<file path="src/rtl/gate_vec_seq_if.sv">
// Bundle of the sequencer's control and gate-test signals.
//
// Purpose: carry the run request, the two gate stimulus bits, the gate
// result and the run status between the sequencer and whatever drives
// or observes it.
//
// Signals:
//   start    request to run the four-vector sequence (one-cycle pulse)
//   a_out    stimulus to the downstream gate's a input
//   b_out    stimulus to the downstream gate's b input
//   f_in     downstream gate's combinational result
//   busy     a sequence is in progress
//   done     one-cycle pulse at the end of a sequence
//   vec_idx  index of the vector currently driven
//   err_cnt  mismatching vectors in the current or last run
//   pass     last completed run had no mismatches
//
// Modports:
//   slave   the sequencer itself
//   master  the environment around it (requester plus gate under test)
interface gate_vec_seq_if;
  logic       start;
  logic       f_in;
  logic       a_out;
  logic       b_out;
  logic       busy;
  logic       done;
  logic [1:0] vec_idx;
  logic [2:0] err_cnt;
  logic       pass;

  modport slave (
    input  start, f_in,
    output a_out, b_out, busy, done, vec_idx, err_cnt, pass
  );

  modport master (
    output start, f_in,
    input  a_out, b_out, busy, done, vec_idx, err_cnt, pass
  );
endinterface

</file>
<file path="src/rtl/gate_vec_seq.sv">
// Two-input gate exerciser.
//
// Purpose: on a start request, drive the four input combinations
// {a,b} = 00, 01, 11, 10 onto a downstream two-input gate, holding each
// for HOLD cycles (Gray order, so only one input toggles per step). On
// the last hold cycle of each vector the gate result is compared with
// the expected function selected by OP, and mismatches are counted. A
// one-cycle done pulse ends the run; pass reports a clean run.
//
// Parameters:
//   HOLD  cycles each vector is held (2..255)
//   OP    expected gate function: 0 AND, 1 OR, 2 XOR, 3 XNOR
//
// Ports:
//   clk    clock, rising edge
//   rst_n  asynchronous active-low reset
//   bus    gate_vec_seq_if.slave (start, f_in in; a_out, b_out, busy,
//          done, vec_idx, err_cnt, pass out)
//
// Build option:
//   GATE_VEC_SEQ_CHECK_EN  when defined, the result checker is compiled in.
//                          When undefined, f_in is ignored, err_cnt stays 0
//                          and pass pulses high together with done.
//
// Run latency from the cycle start is presented to the done cycle is
// 4*HOLD+1 cycles.
module gate_vec_seq #(
  parameter int unsigned HOLD = 10,
  parameter logic [1:0]  OP   = 2'd0
) (
  input  logic          clk,
  input  logic          rst_n,
  gate_vec_seq_if.slave bus
);

  typedef enum logic [1:0] {
    IDLE,
    DRIVE,
    FINISH
  } state_t;

  localparam logic [7:0] HOLD_LAST = 8'(HOLD - 1);

`ifdef GATE_VEC_SEQ_CHECK_EN
  localparam bit CHECK_EN = 1'b1;
`else
  localparam bit CHECK_EN = 1'b0;
`endif

  state_t     state_q, state_d;
  logic [7:0] hold_q;
  logic [1:0] vec_q;
  logic       a_q, b_q;
  logic [2:0] err_q, err_d;
  logic       pass_q;
  logic       last_hold;
  logic       last_vec;

  // Expected output of the gate under test.
  function automatic logic gate_fn(input logic a, input logic b);
    case (OP)
      2'd0:    return a & b;
      2'd1:    return a | b;
      2'd2:    return a ^ b;
      default: return ~(a ^ b);
    endcase
  endfunction

  // Gray-ordered vector table: idx 0..3 -> {a,b} = 00, 01, 11, 10.
  function automatic logic vec_a(input logic [1:0] idx);
    return idx[1];
  endfunction

  function automatic logic vec_b(input logic [1:0] idx);
    return idx[1] ^ idx[0];
  endfunction

  assign last_hold = (hold_q == HOLD_LAST);
  assign last_vec  = (vec_q == 2'd3);

  // NOTE: every signal written in always_comb gets a default on entry, so
  // no path through the case leaves it unassigned and no latch is inferred.
  always_comb begin
    state_d = state_q;
    case (state_q)
      IDLE:    if (bus.start) state_d = DRIVE;
      DRIVE:   if (last_hold && last_vec) state_d = FINISH;
      FINISH:  state_d = IDLE;
      default: state_d = IDLE;
    endcase
  end

`ifdef GATE_VEC_SEQ_CHECK_EN
  logic mismatch;

  // Sample the gate once per vector, on the final hold cycle, when its
  // output has had the longest time to settle. The count saturates at 4,
  // which is also the most a four-vector run can reach.
  assign mismatch = (state_q == DRIVE) && last_hold &&
                    (bus.f_in != gate_fn(a_q, b_q));
  assign err_d    = (mismatch && (err_q != 3'd4)) ? err_q + 3'd1 : err_q;
`else
  logic unused_check;

  assign err_d        = 3'd0;
  assign unused_check = bus.f_in ^ gate_fn(a_q, b_q);
`endif

  // NOTE: sequential state is written with non-blocking assignments only,
  // so every register samples values from before the clock edge.
  always_ff @(posedge clk or negedge rst_n) begin
    if (!rst_n) begin
      state_q <= IDLE;
      hold_q  <= 8'd0;
      vec_q   <= 2'd0;
      a_q     <= 1'b0;
      b_q     <= 1'b0;
      err_q   <= 3'd0;
      pass_q  <= 1'b0;
    end else begin
      state_q <= state_d;
      case (state_q)
        IDLE: begin
          // A new run starts clean; the previous result is held until now.
          if (state_d == DRIVE) begin
            hold_q <= 8'd0;
            vec_q  <= 2'd0;
            a_q    <= vec_a(2'd0);
            b_q    <= vec_b(2'd0);
            err_q  <= 3'd0;
            pass_q <= 1'b0;
          end
        end
        DRIVE: begin
          err_q <= err_d;
          if (last_hold) begin
            hold_q <= 8'd0;
            if (last_vec) begin
              // Leaving for FINISH: park the gate inputs and publish the
              // verdict, which already includes the final sample.
              vec_q  <= 2'd0;
              a_q    <= 1'b0;
              b_q    <= 1'b0;
              pass_q <= CHECK_EN ? (err_d == 3'd0) : 1'b1;
            end else begin
              vec_q <= vec_q + 2'd1;
              a_q   <= vec_a(vec_q + 2'd1);
              b_q   <= vec_b(vec_q + 2'd1);
            end
          end else begin
            hold_q <= hold_q + 8'd1;
          end
        end
        FINISH: begin
          // Without the checker pass is only a companion pulse to done.
          if (!CHECK_EN) pass_q <= 1'b0;
        end
        default: ;
      endcase
    end
  end

  assign bus.a_out   = a_q;
  assign bus.b_out   = b_q;
  assign bus.vec_idx = vec_q;
  assign bus.err_cnt = err_q;
  assign bus.pass    = pass_q;
  assign bus.busy    = (state_q != IDLE);
  assign bus.done    = (state_q == FINISH);

endmodule

</file>
<file path="src/flat_wrapper.sv">
// flat-port wrapper written by rule: the top's interface ports become plain ports
module gate_vec_seq_flat 
#(
  parameter int unsigned HOLD = 10,
  parameter logic [1:0]  OP   = 2'd0
)
  (clk, rst_n, bus_start, bus_f_in, bus_a_out, bus_b_out, bus_busy, bus_done, bus_vec_idx, bus_err_cnt, bus_pass);
  gate_vec_seq_if bus_i ();
  input  logic clk;
  input  logic rst_n;
  input wire logic [$bits(bus_i.start)-1:0] bus_start;
  input wire logic [$bits(bus_i.f_in)-1:0] bus_f_in;
  output wire logic [$bits(bus_i.a_out)-1:0] bus_a_out;
  output wire logic [$bits(bus_i.b_out)-1:0] bus_b_out;
  output wire logic [$bits(bus_i.busy)-1:0] bus_busy;
  output wire logic [$bits(bus_i.done)-1:0] bus_done;
  output wire logic [$bits(bus_i.vec_idx)-1:0] bus_vec_idx;
  output wire logic [$bits(bus_i.err_cnt)-1:0] bus_err_cnt;
  output wire logic [$bits(bus_i.pass)-1:0] bus_pass;
  assign bus_i.start = bus_start;
  assign bus_i.f_in = bus_f_in;
  assign bus_a_out = bus_i.a_out;
  assign bus_b_out = bus_i.b_out;
  assign bus_busy = bus_i.busy;
  assign bus_done = bus_i.done;
  assign bus_vec_idx = bus_i.vec_idx;
  assign bus_err_cnt = bus_i.err_cnt;
  assign bus_pass = bus_i.pass;
  gate_vec_seq #(.HOLD(HOLD), .OP(OP)) u_core (.clk(clk), .rst_n(rst_n), .bus(bus_i));
endmodule
</file>
<file path="config.mk">
export PLATFORM = sky130hd
export DESIGN_NAME = gate_vec_seq_flat
export DESIGN_NICKNAME = d
export VERILOG_FILES = /design/src/rtl/gate_vec_seq_if.sv /design/src/rtl/gate_vec_seq.sv /design/src/flat_wrapper.sv
export SDC_FILE = /design/constraint.sdc
export NUM_CORES = 1
export LEC_CHECK = 0
export BUFFER_PORTS_ARGS = -buffer_cell sky130_fd_sc_hd__buf_2
export CORE_MARGIN = 3
export CORE_UTILIZATION = 38
export DETAILED_ROUTE_END_ITERATION = 8
export PLACE_DENSITY = 0.66
export SLEW_MARGIN = 30
export SYNTH_ARGS = -nofsm -noshare
export SYNTH_HDL_FRONTEND = slang
export SYNTH_SLANG_ARGS = --single-unit
</file>
<file path="constraint.sdc">
create_clock -name clk -period 4.9 [get_ports clk]
set_input_delay 0.49 -clock clk [delete_from_list [all_inputs] [get_ports clk]]
set_output_delay 0.49 -clock clk [all_outputs]
set_load 0.05 [all_outputs]
</file>
==> impl_metrics.yaml <==
drt:
  num_vias: 522
  drt-pass1-iter-count: 3
  ant_nets: 0
  routed_wl_um: 1310
  wl_per_cell_um: 12.6
  viasPerCell: 5.02
  drcViolationCount: 0
  drt_iter0_markers: 13
critical_path:
  crit_chain: "inv_1 > ha_1 > nand4bb_1 > o41ai_2 > nand2_1 > mux2_2"
  crit_path_end_kind: "flip-flop"
  r2r_cells: 6
  crit_fanout: 5
  worst-r2r-setup-slack_ns: 3.13
  start_kind: "flip-flop"
  arrival_ns: 1.95
  critPathKind: "flip-flop to flip-flop"
  r2r-start: "u_core.hold_q[1]"
  worstReg2RegEnd: "u_core.bus.vec_idx[0]"
  crit_slowest_cell: "dfrtp_1"
  startpoint: "u_core.hold_q[1]"
  endpoint: "u_core.bus.vec_idx[0]"
  required_ns: 5.07
  cp_slowest_stage_delay_ns: 0.41
synthesis:
  netlist_area_sq_um: 744
  netlist_instances: 70
  synth.most_common_cell: "dfrtp_1"
  netlist_top_cells_area: "dfrtp_1 47%, xor2_1 5.9%, ha_1 5.0%, buf_4 4.0%, nand2_1 3.0%"
  synth_seq_area_share: 0.471
  yosys.area.top_type: "dfrtp_1"
  async_flop_share: 1.00
  synth_area_per_cell_sq_um: 10.6
  ys_warn_count: 0
  synth-seq-cells: 14
  yosys.area.top_type_share: 0.471
  synthFlopType: "dfrtp_1"
  synth_cell_type_count: 32
  synthTopCellsByCount: "14 x dfrtp_1, 6 x nand2_1, 5 x nor2_1, 5 x xor2_1, 4 x buf_4"
  synth_edf_count: 0
final_layout:
  post-route-cell-area_sq_um: 817
  drive_gt1_frac: 0.228
  layout.nets: 88
  diodes: 0
  synthToLayoutAreaGrowth_pct: 9.75
clock_network:
  postCtsHoldBufs: 0
  cts_sinks: 14
  ctsRootBufferMaster: "clkbuf_4"
  clk_latency_ns: 0.28
  cts_buffers: 3
  path_clk_slew_ns: 0.08
  post_cts_buffers: 0
  cts_tree: "built"
  htreeDepth: 1
  ctsResizeCount: 0
  cts.path.max_buffers: 2
placement:
  dp_hpwl_um: 931
  dpl_cell_area_sq_um: 795
  gp_congestion: 0.778
  port_buffers: 9
timing:
  final-setup-viol-count: 0
  clock-skew-final_ns: 0.00157
  tns_ns: 0
  fmax_mhz: 564
  rsz0062_at_grt: "no"
  period_minus_slack_ns: 1.77
  finalMaxSlewViolations: 0
  post-route-period-util: 0.362
  hold_violations: 0
floorplanning:
  core_sq_um: 1780
  num_rows: 15
  die_h_um: 50.3
  initial_core_util: 0.418
  die_w_um: 50.3
  die_area_sq_um: 2530
  pin_count: 14
global_routing:
  track_usage: 0.115
  grt_max_degree: 15
  grt_pass1_vias: 486
  grt_pass1_wl_um: 2150
  overflow: 0
  grt_antenna_before_repair: 0
run:
  cap_violations: 0
pwr:
  p_per_area_nw_per_um2: 548
  leakage_nw: 0.379
  vdd_drop_max_uv: 256
hold_path:
  hp-class: "input pin to asynchronous set/reset pin"
status:
  status: "finished, final reports clean"
[sequential cells by signal (all words and copies together) (netlist names)]
register,cells
u_core.bus.b_out,1
u_core.bus.pass,1
u_core.bus.vec_idx,2
u_core.hold_q,8
u_core.state_q,2
[critical path: cells and delay by family, from the launching register on]
kind	cells	cell delay [ns]
AND/OR/NAND/NOR	2	0.34
multiplexers	1	0.29
flip-flops	1	0.41
buffers and inverters	1	0.08
adder cells (fa/ha/maj)	1	0.14
AO/OA/AOI/OAI	1	0.41
[worst min-delay path by stage]
stage / start / to / slack [ns] / depth (start not counted)
after floorplan: rst_n / u_core.bus.b_out / 0.19 / 0
after CTS: rst_n / u_core.state_q[1] / 0.1 / 1
after global routing: rst_n / u_core.bus.pass / 0.11 / 1
after global placement: rst_n / u_core.bus.pass / 0.40 / 1
final: rst_n / u_core.state_q[1] / 0.09 / 1
after detailed placement: rst_n / u_core.state_q[1] / 0.41 / 1
[cell type report]
class                      count  area, sq um
fill                         173          966
tap                           25         31.3
sequential                    14          350
timing repair buffer           9         45.0
clock buffer                   3         22.5
inverter                       2         7.51
multi-input combinational     51          360
[kinds of logic after synthesis]
family / Yosys count / synth area share
buf+inv: 7 / 0.0555
xor+xnor: 6 / 0.0706
compound gates: 10 / 0.113
flops: 14 / 0.471
fa+ha+maj: 3 / 0.0504
simple gates: 28 / 0.220
mux: 1 / 0.0151
other cells: 1 / 0.00504
[stage by stage]
step / power, W / utilization / std cells / setup WS [ns] / hold WS, ns
5_1_grt: 0.000483 / 0.458 / 104 / 2.97 / 0.105
4_1_cts: 0.000452 / 0.458 / 104 / 3.11 / 0.0990
3_3_place_gp: 0.000380 / 0.446 / 101 / 3.18 / 0.403
3_5_place_dp: 0.000385 / 0.446 / 101 / 3.13 / 0.406
6_report: 0.000448 / 0.458 / 104 / 3.13 / 0.0922
2_1_floorplan: 0.000349 / - / 72 / 3.28 / 0.194
[per-layer routing]
| metal | vias up | track usage | part of all wire |
|---|---|---|---|
| li1 | 264 | - | - |
| met1 | 241 | 0.150 | 0.50 |
| met2 | 11 | 0.165 | 0.43 |
| met3 | 6 | 0.00890 | 0.029 |
| met4 | 0 | 0.111 | 0.039 |
| met5 | - | 0 | 0 |
[power by group]
part           leakage, nW  switching, W  internal, W
Combinational        0.197      0.000108    0.0000665
Sequential           0.168     0.0000506     0.000157
Clock               0.0138     0.0000369    0.0000286
Total                0.379      0.000195     0.000252
[cells in the final DEF, fill, tap and decap left out, types with 2 or more instances in the layout]
cell type | synthesis | final
dfrtp_1 | 14 | 14
buf_2 | 0 | 9
nand2_1 | 6 | 6
xor2_1 | 5 | 5
nor2_1 | 5 | 5
nand4_1 | 3 | 3
nand3_1 | 3 | 3
ha_1 | 3 | 3
conb_1 | 1 | 3
clkbuf_4 | 0 | 3
and3_1 | 2 | 2
inv_1 | 2 | 2
o21ai_0 | 2 | 2
No activity file was read; power rests on OpenSTA's default activity.
